<file path="config.mk">
export PLATFORM = sky130hd
export DESIGN_NAME = adc_interface_flat
export DESIGN_NICKNAME = d
export VERILOG_FILES = /design/src/rtl/adc_if_pkg.sv /design/src/rtl/adc_interface_if.sv /design/src/rtl/adc_sck_gen.sv /design/src/rtl/adc_interface.sv /design/src/flat_wrapper.sv
export SDC_FILE = /design/constraint.sdc
export NUM_CORES = 1
export LEC_CHECK = 0
export CAP_MARGIN = 20
export CORE_ASPECT_RATIO = 0.75
export CORE_MARGIN = 2
export CORE_UTILIZATION = 50
export CTS_CLUSTER_SIZE = 10
export DETAILED_ROUTE_END_ITERATION = 8
export GPL_ROUTABILITY_DRIVEN = 1
export PLACE_DENSITY = 0.8
export SLEW_MARGIN = 10
export SYNTH_ARGS = -nofsm -noshare
export SYNTH_HDL_FRONTEND = slang
export SYNTH_SLANG_ARGS = --single-unit
</file>
<file path="constraint.sdc">
create_clock -name clk -period 2 [get_ports clk]
set_clock_uncertainty 0.1 [all_clocks]
set_input_delay 0.4 -clock clk [delete_from_list [all_inputs] [get_ports clk]]
set_output_delay 0.4 -clock clk [all_outputs]
set_load 0.05 [all_outputs]
</file>
<file path="src/rtl/adc_if_pkg.sv">
// Shared types and parameter helpers for the SAR ADC master controller.
// Holds the FSM state encoding and the clock-divider derivations.
package adc_if_pkg;

    localparam int DATA_W_DEFAULT = 24;

    typedef enum logic [2:0] {
        IDLE,
        CONV,
        WAIT_BUSY,
        READ,
        DONE,
        HOLD
    } adc_state_t;

    function automatic int calc_smpl_div(input int clk_freq, input int smpl_freq);
        return clk_freq / smpl_freq;
    endfunction

    // SCK half-period in clk cycles; never below one cycle.
    function automatic int calc_sck_half(input int clk_freq, input int spi_freq);
        int half;
        half = clk_freq / (2 * spi_freq);
        return (half < 1) ? 1 : half;
    endfunction

endpackage

</file>
<file path="src/rtl/adc_interface_if.sv">
// ADC pin bundle between the conversion controller (master) and the converter (slave).
interface adc_interface_if;
    logic o_start_conv;
    logic o_sck;
    logic o_RDL_SDI;
    logic o_chain;
    logic i_busy;
    logic i_data_in;

    modport master (
        output o_start_conv, o_sck, o_RDL_SDI, o_chain,
        input  i_busy, i_data_in
    );

    modport slave (
        input  o_start_conv, o_sck, o_RDL_SDI, o_chain,
        output i_busy, i_data_in
    );
endinterface

</file>
<file path="src/rtl/adc_sck_gen.sv">
// SCK divider for the ADC read phase: low-then-high half periods, rise/fall
// enables aligned with the clk edge that moves SCK, and an N_BITS period counter.
module adc_sck_gen #(
    parameter int SCK_HALF = 3,
    parameter int N_BITS   = 24
) (
    input  logic clk,
    input  logic i_reset,
    input  logic run,
    output logic sck,
    output logic rise_en,
    output logic fall_en,
    output logic last_bit
);
    localparam int HW = (SCK_HALF > 1) ? $clog2(SCK_HALF) : 1;
    localparam int BW = (N_BITS > 1) ? $clog2(N_BITS + 1) : 1;
    localparam logic [HW-1:0] HALF_LAST = HW'(SCK_HALF - 1);
    localparam logic [BW-1:0] BIT_LAST  = BW'(N_BITS - 1);

    logic [HW-1:0] half_cnt;
    logic [BW-1:0] bit_cnt;
    logic          half_end;

    assign half_end = run && (half_cnt == HALF_LAST);
    assign rise_en  = half_end && !sck;
    assign fall_en  = half_end && sck;
    assign last_bit = (bit_cnt == BIT_LAST);

    always_ff @(posedge clk) begin
        if (i_reset || !run) begin
            half_cnt <= '0;
            bit_cnt  <= '0;
            sck      <= 1'b0;
        end else if (half_end) begin
            half_cnt <= '0;
            sck      <= !sck;
            if (sck) bit_cnt <= bit_cnt + 1'b1;
        end else begin
            half_cnt <= half_cnt + 1'b1;
        end
    end
endmodule

</file>
<file path="src/rtl/adc_interface.sv">
// Master-side controller for a 24-bit SAR ADC: periodic CNV, BUSY wait, serial readout.
// Optional build macro ADC_BUSY_TIMEOUT_EN abandons a frame whose BUSY never completes.
//
//  state     | meaning
//  ----------+-----------------------------------------------------------
//  IDLE      | SDO disabled (RDL high), waiting for read enable
//  CONV      | CNV high for CNV_HIGH cycles, sample period starts
//  WAIT_BUSY | waiting for synchronised BUSY to go high and then low
//  READ      | 24 SCK periods, data shifted in on each SCK rise
//  DONE      | word published, data_ready high for one cycle
//  HOLD      | waiting out the rest of the sample period
module adc_interface
    import adc_if_pkg::*;
#(
    parameter int CLK_FREQ     = 25_000_000,
    parameter int SMPL_FREQ    = 48_000,
    parameter int SPI_CLK_FREQ = 4_000_000,
    parameter int CNV_HIGH     = 2,
    parameter int DATA_W       = DATA_W_DEFAULT
) (
    input  logic              clk,
    input  logic              i_reset,
    input  logic              i_read_enable,
    adc_interface_if.master   adc,
    output logic [DATA_W-1:0] o_data_frame,
    output logic              data_ready
);
    localparam int SMPL_DIV = calc_smpl_div(CLK_FREQ, SMPL_FREQ);
    localparam int SCK_HALF = calc_sck_half(CLK_FREQ, SPI_CLK_FREQ);
    localparam int SMPL_W   = (SMPL_DIV > 1) ? $clog2(SMPL_DIV) : 1;
    localparam logic [SMPL_W-1:0] SMPL_LAST = SMPL_W'(SMPL_DIV - 1);
    localparam logic [SMPL_W-1:0] CNV_LAST  = SMPL_W'(CNV_HIGH - 1);

    adc_state_t        state, state_next;
    logic [SMPL_W-1:0] smpl_cnt;
    logic              busy_s1, busy_s2, busy_seen;
    logic [DATA_W-1:0] shift_reg;
    logic              conv_entry, period_end;
    logic              sck, rise_en, fall_en, last_bit, read_done;

    assign conv_entry = (state_next == CONV) && (state != CONV);
    assign period_end = (smpl_cnt == SMPL_LAST);
    assign read_done  = fall_en && last_bit;

    adc_sck_gen #(
        .SCK_HALF (SCK_HALF),
        .N_BITS   (DATA_W)
    ) u_sck_gen (
        .clk      (clk),
        .i_reset  (i_reset),
        .run      (state == READ),
        .sck      (sck),
        .rise_en  (rise_en),
        .fall_en  (fall_en),
        .last_bit (last_bit)
    );

    always_ff @(posedge clk) begin
        if (i_reset) begin
            state <= IDLE;
        end else begin
            state <= state_next;
        end
    end

    always_comb begin
        state_next = state;
        case (state)
            IDLE: begin
                if (i_read_enable) state_next = CONV;
            end
            CONV: begin
                if (smpl_cnt == CNV_LAST) state_next = WAIT_BUSY;
            end
            WAIT_BUSY: begin
                if (busy_seen && !busy_s2) begin
                    state_next = READ;
                end
`ifdef ADC_BUSY_TIMEOUT_EN
                else if (period_end) begin
                    state_next = i_read_enable ? CONV : IDLE;
                end
`endif
            end
            READ: begin
                if (read_done) state_next = DONE;
            end
            // An overrunning frame skips HOLD so the next CNV follows DONE directly.
            DONE: begin
                if (period_end) state_next = i_read_enable ? CONV : IDLE;
                else            state_next = HOLD;
            end
            HOLD: begin
                if (period_end) state_next = i_read_enable ? CONV : IDLE;
            end
            default: state_next = IDLE;
        endcase
    end

    // Sample period counter saturates so a late frame never wraps it.
    always_ff @(posedge clk) begin
        if (i_reset) begin
            smpl_cnt <= '0;
        end else if (conv_entry) begin
            smpl_cnt <= '0;
        end else if (!period_end) begin
            smpl_cnt <= smpl_cnt + 1'b1;
        end
    end

    always_ff @(posedge clk) begin
        if (i_reset) begin
            busy_s1   <= 1'b0;
            busy_s2   <= 1'b0;
            busy_seen <= 1'b0;
        end else begin
            busy_s1 <= adc.i_busy;
            busy_s2 <= busy_s1;
            if (conv_entry) begin
                busy_seen <= 1'b0;
            end else if ((state == CONV || state == WAIT_BUSY) && busy_s2) begin
                busy_seen <= 1'b1;
            end
        end
    end

    always_ff @(posedge clk) begin
        if (i_reset) begin
            shift_reg    <= '0;
            o_data_frame <= '0;
        end else begin
            if (rise_en) shift_reg <= {shift_reg[DATA_W-2:0], adc.i_data_in};
            if (state == READ && read_done) o_data_frame <= shift_reg;
        end
    end

    assign data_ready       = (state == DONE);
    assign adc.o_start_conv = (state == CONV);
    assign adc.o_RDL_SDI    = (state == IDLE);
    assign adc.o_sck        = sck;
    assign adc.o_chain      = 1'b0;
endmodule

</file>
<file path="src/flat_wrapper.sv">
// flat-port wrapper written by rule: the top's interface ports become plain ports
module adc_interface_flat import adc_if_pkg::*;
#(
    parameter int CLK_FREQ     = 25_000_000,
    parameter int SMPL_FREQ    = 48_000,
    parameter int SPI_CLK_FREQ = 4_000_000,
    parameter int CNV_HIGH     = 2,
    parameter int DATA_W       = DATA_W_DEFAULT
)
  (clk, i_reset, i_read_enable, o_data_frame, data_ready, adc_o_start_conv, adc_o_sck, adc_o_RDL_SDI, adc_o_chain, adc_i_busy, adc_i_data_in);
  adc_interface_if adc_i ();
  input  logic clk;
  input  logic i_reset;
  input  logic i_read_enable;
  output logic [DATA_W-1:0] o_data_frame;
  output logic data_ready;
  output wire logic [$bits(adc_i.o_start_conv)-1:0] adc_o_start_conv;
  output wire logic [$bits(adc_i.o_sck)-1:0] adc_o_sck;
  output wire logic [$bits(adc_i.o_RDL_SDI)-1:0] adc_o_RDL_SDI;
  output wire logic [$bits(adc_i.o_chain)-1:0] adc_o_chain;
  input wire logic [$bits(adc_i.i_busy)-1:0] adc_i_busy;
  input wire logic [$bits(adc_i.i_data_in)-1:0] adc_i_data_in;
  assign adc_o_start_conv = adc_i.o_start_conv;
  assign adc_o_sck = adc_i.o_sck;
  assign adc_o_RDL_SDI = adc_i.o_RDL_SDI;
  assign adc_o_chain = adc_i.o_chain;
  assign adc_i.i_busy = adc_i_busy;
  assign adc_i.i_data_in = adc_i_data_in;
  adc_interface #(.CLK_FREQ(CLK_FREQ), .SMPL_FREQ(SMPL_FREQ), .SPI_CLK_FREQ(SPI_CLK_FREQ), .CNV_HIGH(CNV_HIGH), .DATA_W(DATA_W)) u_core (.clk(clk), .i_reset(i_reset), .i_read_enable(i_read_enable), .adc(adc_i), .o_data_frame(o_data_frame), .data_ready(data_ready));
endmodule
</file>
Word level (Yosys, flattened, before mapping)
Cells that the tools add are included.
Storage, ports and cells
  register bits: 72
  output and inout port bits: 29
  logic and storage cells: 49
Operators by class
  $add $sub $neg: 3
  equal/unequal tests: 11
  mux-type cells: 8
  reductions and logical operators: 17
Operator list (count)
  two-way mux 3 bit: 6
  case mux 3 bit (6 select lines): 1
  adder 10 x 1 -> 10 bit (second input constant): 1
  equality test 10 x 1 -> 1 bit (second input constant): 1
  equality test 10 bit (second input constant): 1
  logical AND 1 bit: 8
  equality test 3 x 1 -> 1 bit (second input constant): 2
  equality test 3 x 2 -> 1 bit (second input constant): 2
  equality test 3 bit (second input constant): 2
  adder 5 x 1 -> 5 bit (second input constant): 1
  equality test 5 bit (second input constant): 1
  OR reduction 2 bit: 2
  zero test 1 bit: 3
  zero test 3 bit: 1
  != test 3 x 1 -> 1 bit (second input constant): 1
  adder 2 x 1 -> 2 bit (second input constant): 1
  equality test 2 bit (second input constant): 1
  logical OR 1 bit: 2
  AND reduction 2 bit: 1
  two-way mux 1 bit: 1

Depth between registers and ports, before layout
Gate-level depths: netlist of run 1.
  depth in word-level cells: 9
  depth in mapped cells: 8

Modules after synthesis
A second synthesis of run 1 with hierarchy kept.
Unflattened totals
  cells, all modules: 310
  area total of the unflattened synthesis: 2816.5 sq um
By module, submodules not included
  adc_interface: times used 1, cells each 273, area an instance 2468.6 sq um
  adc_sck_gen: times used 1, cells each 37, area an instance 347.8 sq um

Worst setup path after synthesis of run 1
No wires, ideal clock.
  path kind: register to output
  start: reg u_core.state[2]
  end: out data_ready
  arrival time: 1.613 ns
  setup slack: -0.113 ns
  stages on the path, launching flop included: 4
  path buffers: 1
  cell sequence: dfxtp_1 > buf_2 > inv_1 > nor3_1
On the way
  word-level cells in the longest chain between the ends: 1
RTL lines
  start, declared: line adc_interface.sv:34  | adc_state_t state, state_next;
  start signal, assigned: line adc_interface.sv:62  | state <= state_next;
  equality test 3 bit: line adc_interface.sv:137  | assign data_ready = (state == DONE);
  end, declared: line flat_wrapper.sv:16  | output logic data_ready;
Every way passes these cells.

Final worst setup path of run 1
  start: reg u_core.state[2]
  end: out adc_o_start_conv
On the way
  word-level cells in the longest chain between the ends: 1
RTL lines
  equality test 3 x 1 -> 1 bit: line adc_interface.sv:138  | assign adc.o_start_conv = (state == CONV);
  end, declared: line flat_wrapper.sv:17  | output wire logic [$bits(adc_i.o_start_conv)-1:0] adc_o_start_conv;
Every way passes these cells.

==> summary.txt, run 1 <==
Synthesis
  • Top-area cell type share of the netlist area: 50.7%
  • Dominant cells by area after synthesis: dfxtp_1 (51%), nand2_1 (14%), a21oi_1 (9.1%)
  • Ys async rst share: 0%
  • Yosys warning count: 0
  • Mapped Cells: 346
  • Part of the Yosys area used for sequential elements: 50.7%
  • Synthesized area per cell: 8.22 um2
  • Synth unique cells: 40
  • #FFs+latches synth: 72
  • Syn nets: 355
  • Post-Syn Area: 0.00285 mm2
  • Primary FF master, synth: dfxtp_1
  • Largest area contributor in the netlist: dfxtp_1
  • Post-synth EDFFs: 0

Die
  • CORE AREA: 0.00541 mm2
  • Ports: 34
  • Die Y: 69.3 um
  • Initial core utilization: 52.6%
  • Row count: 23
  • Die area: 0.00632 mm2
  • Die width: 91.1 um

Placed design
  • DP Worst Slack: 0.165 ns
  • Post-DP Area: 0.00327 mm2
  • PortBufs: 32
  • Gp weighted congestion: 0.806
  • Detail Placement HPWL: 3.94 mm

Timing
  • F_max: 0.537 GHz
  • Least-Margin Pin Slew: 0.505 ns
  • Final hold slack: 0.321 ns
  • Tcrit/Tclk final: 93.0%
  • Final setup fails: 0
  • RSZ-0062 raised after global routing: false
  • Tmin final: 1.86 ns
  • Max-slew violations: 0
  • Final hold vios: 0
  • Fin worst setup slack: 0.140 ns
  • Setup TNS: 0 ns
  • Worst slew margin: 66.3%

Critical path
  • Slowest-stage cell, CP: dfxtp_1
  • Crit start category: register
  • Data required, critical path: 1.50 ns
  • CP peak stage delay: 0.31 ns
  • CP max FO: 8
  • Reg2reg path depth: 4
  • Crit-path cells: buf_4, nand2b_1, nor2_2, buf_12
  • Buf+Inv Stages, Crit Path: 2
  • Critical path arrival: 1.36 ns
  • CP endpoint kind: output port
  • Crit path max-delay family: simple AND/OR/NAND/NOR gates
  • Kind of critical path: register to output port
  • Stages on worst setup path: 4

Pwr
  • Leak: 1.44 nW
  • Pwr Density: 813 mW/mm2
  • VDD IR max: 0.676 mV

Run
  • Max cap viols: 0

Routing
  • Drt drc: 0
  • DR pass1 iterations: 4
  • DR WL/cell: 12.5 um
  • Vias per inst: 5.20
  • Vias: 2396
  • DRT antenna net count: 0
  • Total Routed Length: 5.76 mm
  • First DRT Iteration DRCs: 136

Layout
  • N_diodes: 0
  • Nets: 390
  • Layout cells sized above 1: 12.7%
  • Fin area: 0.00351 mm2
  • Area Overhead vs Synth: 23.2%
  • Final core occ: 64.8%

CTS
  • CTS max path bufs: 2
  • TritonCTS Buffers: 9
  • Worst skew pair latency: 0.35 ns
  • Post_cts resized: 12
  • Clock-pin slew on the worst setup and hold paths: 0.08 ns
  • CTS tree: built
  • # hold bufs at CTS: 0
  • H-Tree Depth: 3
  • CTS sink count: 72
  • Clock Tree Root: clkbuf_8
  • Number of post-CTS setup repair buffers: 0

Global routing
  • Gr usage total: 19.9%
  • Vias in the first global route: 2332
  • First-pass GRT wire length: 10.2 mm
  • Antenna violations before repair: 0
  • Largest net degree at the start of global routing: 37
  • Total grt overflow: 0

Hold path
  • Hold WC Path Type: register to register
  • Min-Delay Path Depth: 1

Outcome
  • Outcome: finished, final reports clean
[worst paths after layout]
kind         slack, ns                                 endpoint                                     from
max               0.14                         adc_o_start_conv               u_core.state[2]$_SDFF_PP0_
min               0.32  u_core.u_sck_gen.half_cnt[0]$_SDFF_PP0_  u_core.u_sck_gen.half_cnt[0]$_SDFF_PP0_
min reg2reg       0.32  u_core.u_sck_gen.half_cnt[0]$_SDFF_PP0_  u_core.u_sck_gen.half_cnt[0]$_SDFF_PP0_
max reg2reg       0.15               u_core.state[2]$_SDFF_PP0_          u_core.smpl_cnt[3]$_SDFFE_PP0P_
[per-stage QoR]
step	instances	power [W]
after floorplan	346	0.00158
after global placement	445	0.00163
after detailed placement	445	0.00163
after CTS	461	0.00288
after global routing	461	0.00295
final	461	0.00285
[area by class of cell]
class,count,area [um2]
multi-input combinational,245,1280
sequential,72,1440
clock inverter,7,95.1
timing repair buffer,44,438
fill,477,1900
tap,75,93.8
clock buffer,9,124
inverter,9,33.8
[cells in the mapped netlist, drive strengths merged, types with 2 or more instances]
cell type  number
a21oi          52
dfxtp          72
or4             3
nor4            2
buf            11
or3             2
o21ai           3
nor3           12
a31oi           2
nand3b          4
nor2b           2
clkbuf          9
nand2         104
inv             9
xnor2           8
xor2            4
or2             2
ha              4
nand3           7
nand4           3
nor2           18
[power breakdown]
part           switching, W  internal (W)
Clock              0.000553      0.000703
Sequential        0.0000104       0.00144
Combinational     0.0000850     0.0000567
Total              0.000648       0.00220
[cell families (layout without fill, tap and decap cells)]
| group | count (synthesis) | in the layout | synth area share (%) |
|---|---|---|---|
| fa+ha+maj | 4 | 4 | 1.76 |
| other cells | 1 | 1 | 0.132 |
| mux | 1 | 1 | 0.352 |
| xor+xnor | 12 | 12 | 3.69 |
| flops | 72 | 72 | 50.7 |
| buf+inv | 29 | 69 | 4.84 |
| simple gates | 165 | 165 | 27.0 |
| compound gates | 62 | 62 | 11.6 |
[layout by cell type (no fill, tap or decap), types with 2 or more instances in the layout]
cell type and n:
nand4_1 3, xnor2_1 8, a31oi_1 2, dfxtp_1 71, nor2b_1 2, clkdlybuf4s50_1 3, dlygate4sd2_1 12, nor3_2 3
nor3_1 9, inv_1 9, ha_1 4, a21oi_1 52, xor2_1 4, or2_2 2, dlymetal6s2s_1 10, or4_1 2
o21ai_0 3, bufinv_16 2, buf_12 3, buf_4 15, nand3b_1 4, nand3_1 7, nand2_1 104, nor2_1 17
clkinv_2 2, clkbuf_8 9
[per-layer routing]
metal / vias to the layer above / GRT usage, % / part of all wire [%]
met1: 1127 / 22.8 / 45
met2: 51 / 34.3 / 49
met4: 0 / 7.07 / 1.5
met3: 9 / 7.07 / 4.0
met5: - / 0 / 0
li1: 1209 / - / -
Power figures use the tool's default switching activity.
==> run 2, diff against run 1 <==
--- a/config.mk
+++ b/config.mk
@@ -6,14 +6,17 @@
 export NUM_CORES = 1
 export LEC_CHECK = 0
 export CAP_MARGIN = 20
+export CELL_PAD_IN_SITES_DETAIL_PLACEMENT = 1
+export CELL_PAD_IN_SITES_GLOBAL_PLACEMENT = 1
 export CORE_ASPECT_RATIO = 0.75
 export CORE_MARGIN = 2
-export CORE_UTILIZATION = 50
+export CORE_UTILIZATION = 41
 export CTS_CLUSTER_SIZE = 10
 export DETAILED_ROUTE_END_ITERATION = 8
 export GPL_ROUTABILITY_DRIVEN = 1
-export PLACE_DENSITY = 0.8
+export PLACE_DENSITY = 0.85
 export SLEW_MARGIN = 10
 export SYNTH_ARGS = -nofsm -noshare
 export SYNTH_HDL_FRONTEND = slang
 export SYNTH_SLANG_ARGS = --single-unit
+export TNS_END_PERCENT = 1
==> run 2 against run 1 <==
Compared with the run above:
- fmax shrank 1.9%
- via count increased by 2.6%
- setup slack worse by 0.037 ns
- register-to-register slack lost 0.02 ns
- critical path depth shrank 1
- count of clock-buffer cells in the layout up 2
- utilization fell by 13 points
- clock power is 5% higher
- combinational power grew 8%
- sequential share of layout area is 0.15 points higher
- largest power group unchanged
==> summary.txt, run 2 (synthesized netlist as in run 1, its figures left out) <==
Outcome
  • Outcome: finished, final reports clean

Routing
  • DRT antenna net count: 0 (unchanged)
  • Vias: 2459 (+2.6%)
  • DR pass1 iterations: 4 (unchanged)
  • Vias per inst: 5.24 (+0.88%)
  • Drt drc: 0 (unchanged)
  • First DRT Iteration DRCs: 113 (-17%)
  • DR WL/cell: 15.4 um (+23%)
  • Total Routed Length: 7.21 mm (+25%)

Layout
  • Non-Filler Instances: 469 (+1.7%)
  • Layout cells sized above 1: 13.5% (+0.81 points)
  • Multi-input gate area: 0.00128 mm2 (about the same)
  • Nets: 389 (-0.26%)
  • Fillers: 821 (+72%)
  • Most frequent cells in the layout: nand2_1 (104), dfxtp_1 (71), a21oi_1 (52)
  • Area Overhead vs Synth: 22.8%
  • N_diodes: 0 (unchanged)
  • Fin area: 0.00349 mm2 (-0.36%)
  • Most common cell after layout, fill and taps aside: nand2_1
  • Sequential Area: 0.00144 mm2 (unchanged)

Run
  • Max cap viols: 0 (unchanged)

Critical path
  • Reg-to-reg startpoint: u_core.u_sck_gen.half_cnt[0]$_SDFF_PP0_
  • Crit start category: register
  • Buf+Inv Stages, Crit Path: 2 (unchanged)
  • Critical path arrival: 1.40 ns (+0.04 ns)
  • R2R Setup Slk: 0.13 ns (-0.02 ns)
  • Kind of critical path: register to output port
  • Data required, critical path: 1.50 ns (about the same)
  • Crit path max-delay family: buffers and inverters
  • Slowest-stage cell, CP: dfxtp_1
  • CP endpoint kind: output port
  • CP peak stage delay: 0.34 ns (+0.03 ns)
  • Crit-path cells: buf_4, nor3_1, buf_12
  • Reg-to-reg endpoint: u_core.o_data_frame[5]$_SDFFE_PP0P_
  • Reg2reg path depth: 7 (+3)
  • CP max FO: 10 (+2)

Placed design
  • Placed Instances: 453 (+1.8%)
  • Detail Placement HPWL: 4.50 mm (+14%)
  • Gp weighted congestion: 0.840 (+4.2%)
  • PortBufs: 32 (unchanged)
  • Post-DP Area: 0.00327 mm2 (unchanged)

Global routing
  • Total grt overflow: 0 (unchanged)
  • First-pass GRT wire length: 12.3 mm (+21%)
  • Gr usage total: 20.5% (+0.66 points)
  • Antenna violations before repair: 0 (unchanged)
  • Vias in the first global route: 2524 (+8.2%)
  • Largest net degree at the start of global routing: 56 (+51%)

Die
  • Die Y: 76.1 um (+9.8%)
  • CORE AREA: 0.00677 mm2 (+25%)
  • Row count: 26 (+13%)
  • Ports: 34 (unchanged)
  • Die width: 100 um (+10%)
  • Die area: 0.00763 mm2 (+21%)
  • Initial core utilization: 42.0% (-11 points)

Timing
  • Final setup fails: 0 (unchanged)
  • Final hold slack: 0.203 ns (-0.118 ns)
  • Max-slew violations: 0 (unchanged)
  • RSZ-0062 raised after global routing: false
  • Tcrit/Tclk final: 94.9% (+1.8 points)
  • Worst slew margin: 65.0% (-1.3 points)
  • Tmin final: 1.90 ns (+0.0369 ns)
  • Least-Margin Pin Slew: 0.527 ns (+0.0228 ns)
  • Setup TNS: 0 ns (unchanged)
  • Final hold vios: 0 (unchanged)
  • F_max: 0.527 GHz (-1.9%)

Hold path
  • Hold WC Path Type: input port to register
  • Hold Crit Start: i_reset
  • Worst Hold Path EP: u_core.state[1]$_SDFF_PP0_
  • Min-Delay Path Depth: 2 (+1)

Pwr
  • Combinational cell fraction of total power: 5.3% (+0.3 points)
  • P_int: 0.00227 W (+3.1%)
  • Pwr Density: 837 mW/mm2 (+2.9%)
  • Clock Power Share: 45.1% (+1.0 points)
  • Leak: 1.32 nW (-8.8%)
  • Switching portion of total power: 22.3% (-0.41 points)
  • Switching Power: 0.000653 W (+0.73%)
  • VDD IR max: 0.390 mV (-42%)
  • Seq pwr share: 49.6% (-1.4 points)

CTS
  • # hold bufs at CTS: 0 (unchanged)
  • Worst skew pair latency: 0.35 ns (about the same)
  • Clock Tree Root: clkbuf_8
  • H-Tree Depth: 3 (unchanged)
  • CTS max path bufs: 2 (unchanged)
  • TritonCTS Buffers: 9 (unchanged)
  • Number of post-CTS setup repair buffers: 0 (unchanged)
  • CTS tree: built
  • Clock-pin slew on the worst setup and hold paths: 0.07 ns (about the same)
  • CTS sink count: 72 (unchanged)
-- run 2: final cells by class --
| type | instances | share of cell area [%] |
|---|---|---|
| Clock buffer | 11 | 4.33 |
| Timing Repair Buffer | 43 | 11.6 |
| Tap cell | 84 | 3.01 |
| Inverter | 9 | 0.967 |
| Multi-Input combinational cell | 245 | 36.6 |
| Clock inverter | 5 | 2.26 |
| Sequential cell | 72 | 41.3 |
-- run 2: worst max-delay path by stage --
| stage | start | endpoint | slack (ns) | depth (start not counted) |
|---|---|---|---|---|
| global route | u_core.u_sck_gen.half_cnt[0]$_SDFF_PP0_ | u_core.o_data_frame[5]$_SDFFE_PP0P_ | 0.002 | 7 |
| CTS | u_core.o_data_frame[2]$_SDFFE_PP0P_ | o_data_frame[2] | 0.003 | 1 |
| finish | u_core.state[1]$_SDFF_PP0_ | adc_o_RDL_SDI | 0.10 | 3 |
| detailed placement | u_core.u_sck_gen.half_cnt[0]$_SDFF_PP0_ | u_core.o_data_frame[16]$_SDFFE_PP0P_ | 0.17 | 7 |
| global placement | u_core.smpl_cnt[3]$_SDFFE_PP0P_ | u_core.smpl_cnt[4]$_SDFFE_PP0P_ | 0.20 | 4 |
| floorplan | u_core.state[1]$_SDFF_PP0_ | adc_o_RDL_SDI | -0.09 | 2 |
-- run 2: worst register-to-register path: stages, from the launching register on --
cell,delay [ns]
dfxtp_1,0.32
inv_1,0.05
ha_1,0.21
nand4b_4,0.17
or4_4,0.52
buf_4,0.20
nand2_1,0.09
a21oi_1,0.08
-- run 2: timing repair --
item,CTS,global route
resized for setup,17,4
pin swaps,0,0
endpoints found under the setup margin,17,6
-- run 2: metal layers --
metal | vias up | track usage (%) | wire [um]
met2 | 53 | 33.9 | 3540
met1 | 1182 | 25.2 | 3260
met4 | 0 | 7.12 | 159
met3 | 15 | 6.61 | 256
met5 | - | 0 | 0
li1 | 1209 | - | -
-- run 2: through the flow --
stage / total power (W) / util, % / setup WS, ns
floorplan: 0.00157 / - / -0.0919
global placement: 0.00163 / 48.4 / 0.201
detailed placement: 0.00164 / 48.4 / 0.166
CTS: 0.00295 / 51.5 / 0.00334
global route: 0.00303 / 51.6 / 0.00250
finish: 0.00292 / 51.6 / 0.103
-- run 2: power groups by stage --
| stage | clock network [W] | logic (W) | registers (W) |
|---|---|---|---|
| 3_3_place_gp | 0 | 0.000146 | 0.00148 |
| 2_1_floorplan | 0 | 0.0000920 | 0.00148 |
| 6_report | 0.00132 | 0.000154 | 0.00145 |
| 3_5_place_dp | 0 | 0.000151 | 0.00148 |
| 5_1_grt | 0.00141 | 0.000165 | 0.00145 |
| 4_1_cts | 0.00135 | 0.000154 | 0.00145 |
==> run 3, diff against run 2 <==
--- a/config.mk
+++ b/config.mk
@@ -14,6 +14,7 @@
 export CTS_CLUSTER_SIZE = 10
 export DETAILED_ROUTE_END_ITERATION = 8
 export GPL_ROUTABILITY_DRIVEN = 1
+export GPL_TIMING_DRIVEN = 0
 export PLACE_DENSITY = 0.85
 export SLEW_MARGIN = 10
 export SYNTH_ARGS = -nofsm -noshare
==> run 3 against run 2 <==
Compared with the run above:
- fmax down 0.82%
- cell area up 1.1%
- via count up 1.4%
- clock power down 21%
- sequential share of layout area down 0.45 points
- non-clock buffer count up 15
- sequential power about the same
- first-iteration DRC count down 24%
- global-route usage down 1.2 points
- count of clock-buffer cells in the layout up 3
- worst hold slack better by 0.15 ns
- power down 10%
- largest power group unchanged
==> summary.txt, run 3 (synthesized netlist as in run 1, its figures left out) <==
Placed design
  • DP Worst Slack: -0.209 ns (-0.375 ns)
  • Detail Placement HPWL: 4.83 mm (+7.4%)
  • Post-DP Area: 0.00328 mm2 (about the same)
  • PortBufs: 32 (unchanged)
  • Gp weighted congestion: 0.828 (-1.4%)

Pwr
  • Pwr Density: 743 mW/mm2 (-11%)
  • Seq pwr share: 55.3% (+5.7 points)
  • Pwr Total: 0.00262 W (-10%)
  • Switching portion of total power: 23.6% (+1.3 points)
  • Clock Power Share: 39.6% (-5.5 points)
  • Combinational cell fraction of total power: 5.1% (-0.2 points)
  • Leak: 1.45 nW (+10%)
  • Switching Power: 0.000620 W (-5.1%)
  • P_int: 0.00200 W (-12%)
  • VDD IR max: 0.360 mV (-7.6%)

Routing
  • Vias: 2493 (+1.4%)
  • M1 wire length: 3.44 mm (+5.6%)
  • DR WL met2: 3.47 mm (-2.0%)
  • DR WL/cell: 15.0 um (-2.7%)
  • DRT antenna net count: 0 (unchanged)
  • Total Routed Length: 7.24 mm (+0.39%)
  • Vias per inst: 5.15 (-1.8%)
  • First DRT Iteration DRCs: 86 (-24%)
  • DR pass1 iterations: 4 (unchanged)
  • Metal3 WL: 228 um (-11%)
  • Drt drc: 0 (unchanged)
  • DR top layer: met4

Critical path
  • CP max FO: 9 (-1)
  • CP peak stage delay: 0.31 ns (-0.03 ns)
  • Critical path arrival: 1.41 ns (about the same)
  • Crit start category: register
  • Kind of critical path: register to output port
  • Crit path max-delay family: buffers and inverters
  • Reg2reg path depth: 8 (+1)
  • Slowest-stage cell, CP: dfxtp_1
  • Crit-path cells: clkbuf_4, nand2b_1, nor2_1, clkbuf_4
  • Buf+Inv Stages, Crit Path: 2 (unchanged)
  • Reg-to-reg startpoint: u_core.u_sck_gen.half_cnt[0]$_SDFF_PP0_
  • Reg-to-reg endpoint: u_core.o_data_frame[4]$_SDFFE_PP0P_
  • Worst path most repeated cell: clkbuf_4
  • R2R Setup Slk: 0.09 ns (-0.04 ns)
  • Data required, critical path: 1.50 ns (about the same)
  • CP endpoint kind: output port

Timing
  • Tcrit/Tclk final: 95.7% (+0.78 points)
  • F_max: 0.523 GHz (-0.82%)
  • Final setup fails: 0 (unchanged)
  • Final hold vios: 0 (unchanged)
  • Max-slew violations: 0 (unchanged)
  • Worst slew margin: 65.1% (+0.079 points)
  • Tmin final: 1.91 ns (+0.0157 ns)
  • Setup TNS: 0 ns (unchanged)
  • Fin worst setup slack: 0.0869 ns (-0.0157 ns)
  • Least-Margin Pin Slew: 0.524 ns (-0.00328 ns)

Global routing
  • Antenna violations before repair: 0 (unchanged)
  • Largest net degree at the start of global routing: 12 (-79%)
  • First-pass GRT wire length: 11.8 mm (-4.6%)
  • Vias in the first global route: 2560 (+1.4%)
  • Total grt overflow: 0 (unchanged)
  • Gr usage total: 19.3% (-1.2 points)

CTS
  • CTS tree: built
  • H-Tree Depth: 3 (unchanged)
  • CTS max path bufs: 2 (unchanged)
  • CTS sink count: 72 (unchanged)
  • Clock-pin slew on the worst setup and hold paths: 0.07 ns (about the same)
  • # hold bufs at CTS: 0 (unchanged)
  • Worst skew pair latency: 0.35 ns (about the same)
  • Clock Tree Root: clkbuf_8
  • TritonCTS Buffers: 9 (unchanged)

Die
  • Ports: 34 (unchanged)
  • Die area: 0.00763 mm2 (unchanged)
  • Die Y: 76.1 um (unchanged)
  • CORE AREA: 0.00677 mm2 (unchanged)
  • Initial core utilization: 42.0% (unchanged)
  • Die width: 100 um (unchanged)
  • Row count: 26 (unchanged)

Layout
  • Most frequent cells in the layout: nand2_1 (104), dfxtp_1 (71), a21oi_1 (52)
  • Nets: 404 (+3.9%)
  • N_diodes: 0 (unchanged)
  • Fin area: 0.00353 mm2 (+1.1%)
  • Most common cell after layout, fill and taps aside: nand2_1
  • Final core occ: 52.2% (+0.57 points)
  • Layout cells sized above 1: 12.5% (-1.0 points)
  • Area Overhead vs Synth: 24.1%

Hold path
  • Hold Crit Start: u_core.o_data_frame[12]$_SDFFE_PP0P_
  • Min-Delay Path Depth: 2 (unchanged)
  • Hold WC Path Type: register to register
  • Worst Hold Path EP: u_core.o_data_frame[12]$_SDFFE_PP0P_

Outcome
  • Outcome: finished, final reports clean

Run
  • Max cap viols: 0 (unchanged)
## run 3: per-layer routing
| layer | up-vias | track usage (%) |
|---|---|---|
| met5 | - | 0 |
| met4 | 0 | 5.89 |
| met3 | 10 | 6.15 |
| met2 | 36 | 32.8 |
| met1 | 1204 | 23.3 |
| li1 | 1243 | - |
## run 3: power groups by stage
stage	registers (W)	logic (W)	clock network [W]
2_1_floorplan	0.00148	0.0000920	0
3_3_place_gp	0.00148	0.000130	0
3_5_place_dp	0.00148	0.000134	0
4_1_cts	0.00145	0.000132	0.00107
5_1_grt	0.00145	0.000144	0.00113
6_report	0.00145	0.000133	0.00104
## run 3: repair_timing
item,in CTS,in global routing
setup endpoints to repair,40,54
gates resized for setup,32,27
buffers inserted,0,6
pin swaps,0,3
gates cloned,0,0
## run 3: layout make-up
| class | count | area, um2 |
|---|---|---|
| timing repair buffer | 38 | 358 |
| clock inverter | 2 | 13.8 |
| multi-input combinational | 245 | 1300 |
| sequential | 72 | 1440 |
| clock buffer | 14 | 163 |
| buffer | 20 | 118 |
| inverter | 9 | 33.8 |
| fill | 833 | 3230 |
| tap | 84 | 105 |
## run 3: worst max-delay path by stage
stage	start	end	slack (ns)	depth (start not counted)
6_report	u_core.state[2]$_SDFF_PP0_	adc_o_start_conv	0.09	4
5_1_grt	u_core.u_sck_gen.half_cnt[0]$_SDFF_PP0_	u_core.o_data_frame[15]$_SDFFE_PP0P_	-0.04	8
4_1_cts	u_core.o_data_frame[17]$_SDFFE_PP0P_	o_data_frame[17]	0.001	1
3_5_place_dp	i_reset	u_core.o_data_frame[18]$_SDFFE_PP0P_	-0.21	4
3_3_place_gp	i_reset	u_core.shift_reg[3]$_SDFFE_PP0P_	-0.15	4
2_1_floorplan	u_core.state[1]$_SDFF_PP0_	adc_o_RDL_SDI	-0.09	2
## run 3: metrics by stage
step,cells,hold slack (ns)
floorplan,346,0.301
global placement,462,0.312
detailed placement,462,0.318
CTS,478,0.349
global route,484,0.366
finish,484,0.354
## run 3: worst reg2reg max path, delay by kind of cell, from the launching register on
family	cells	cell delay, ns
adder cells (fa/ha/maj)	1	0.18
AND/OR/NAND/NOR	3	0.71
flip-flops	1	0.33
AO/OA/AOI/OAI	1	0.07
buffers and inverters	3	0.40
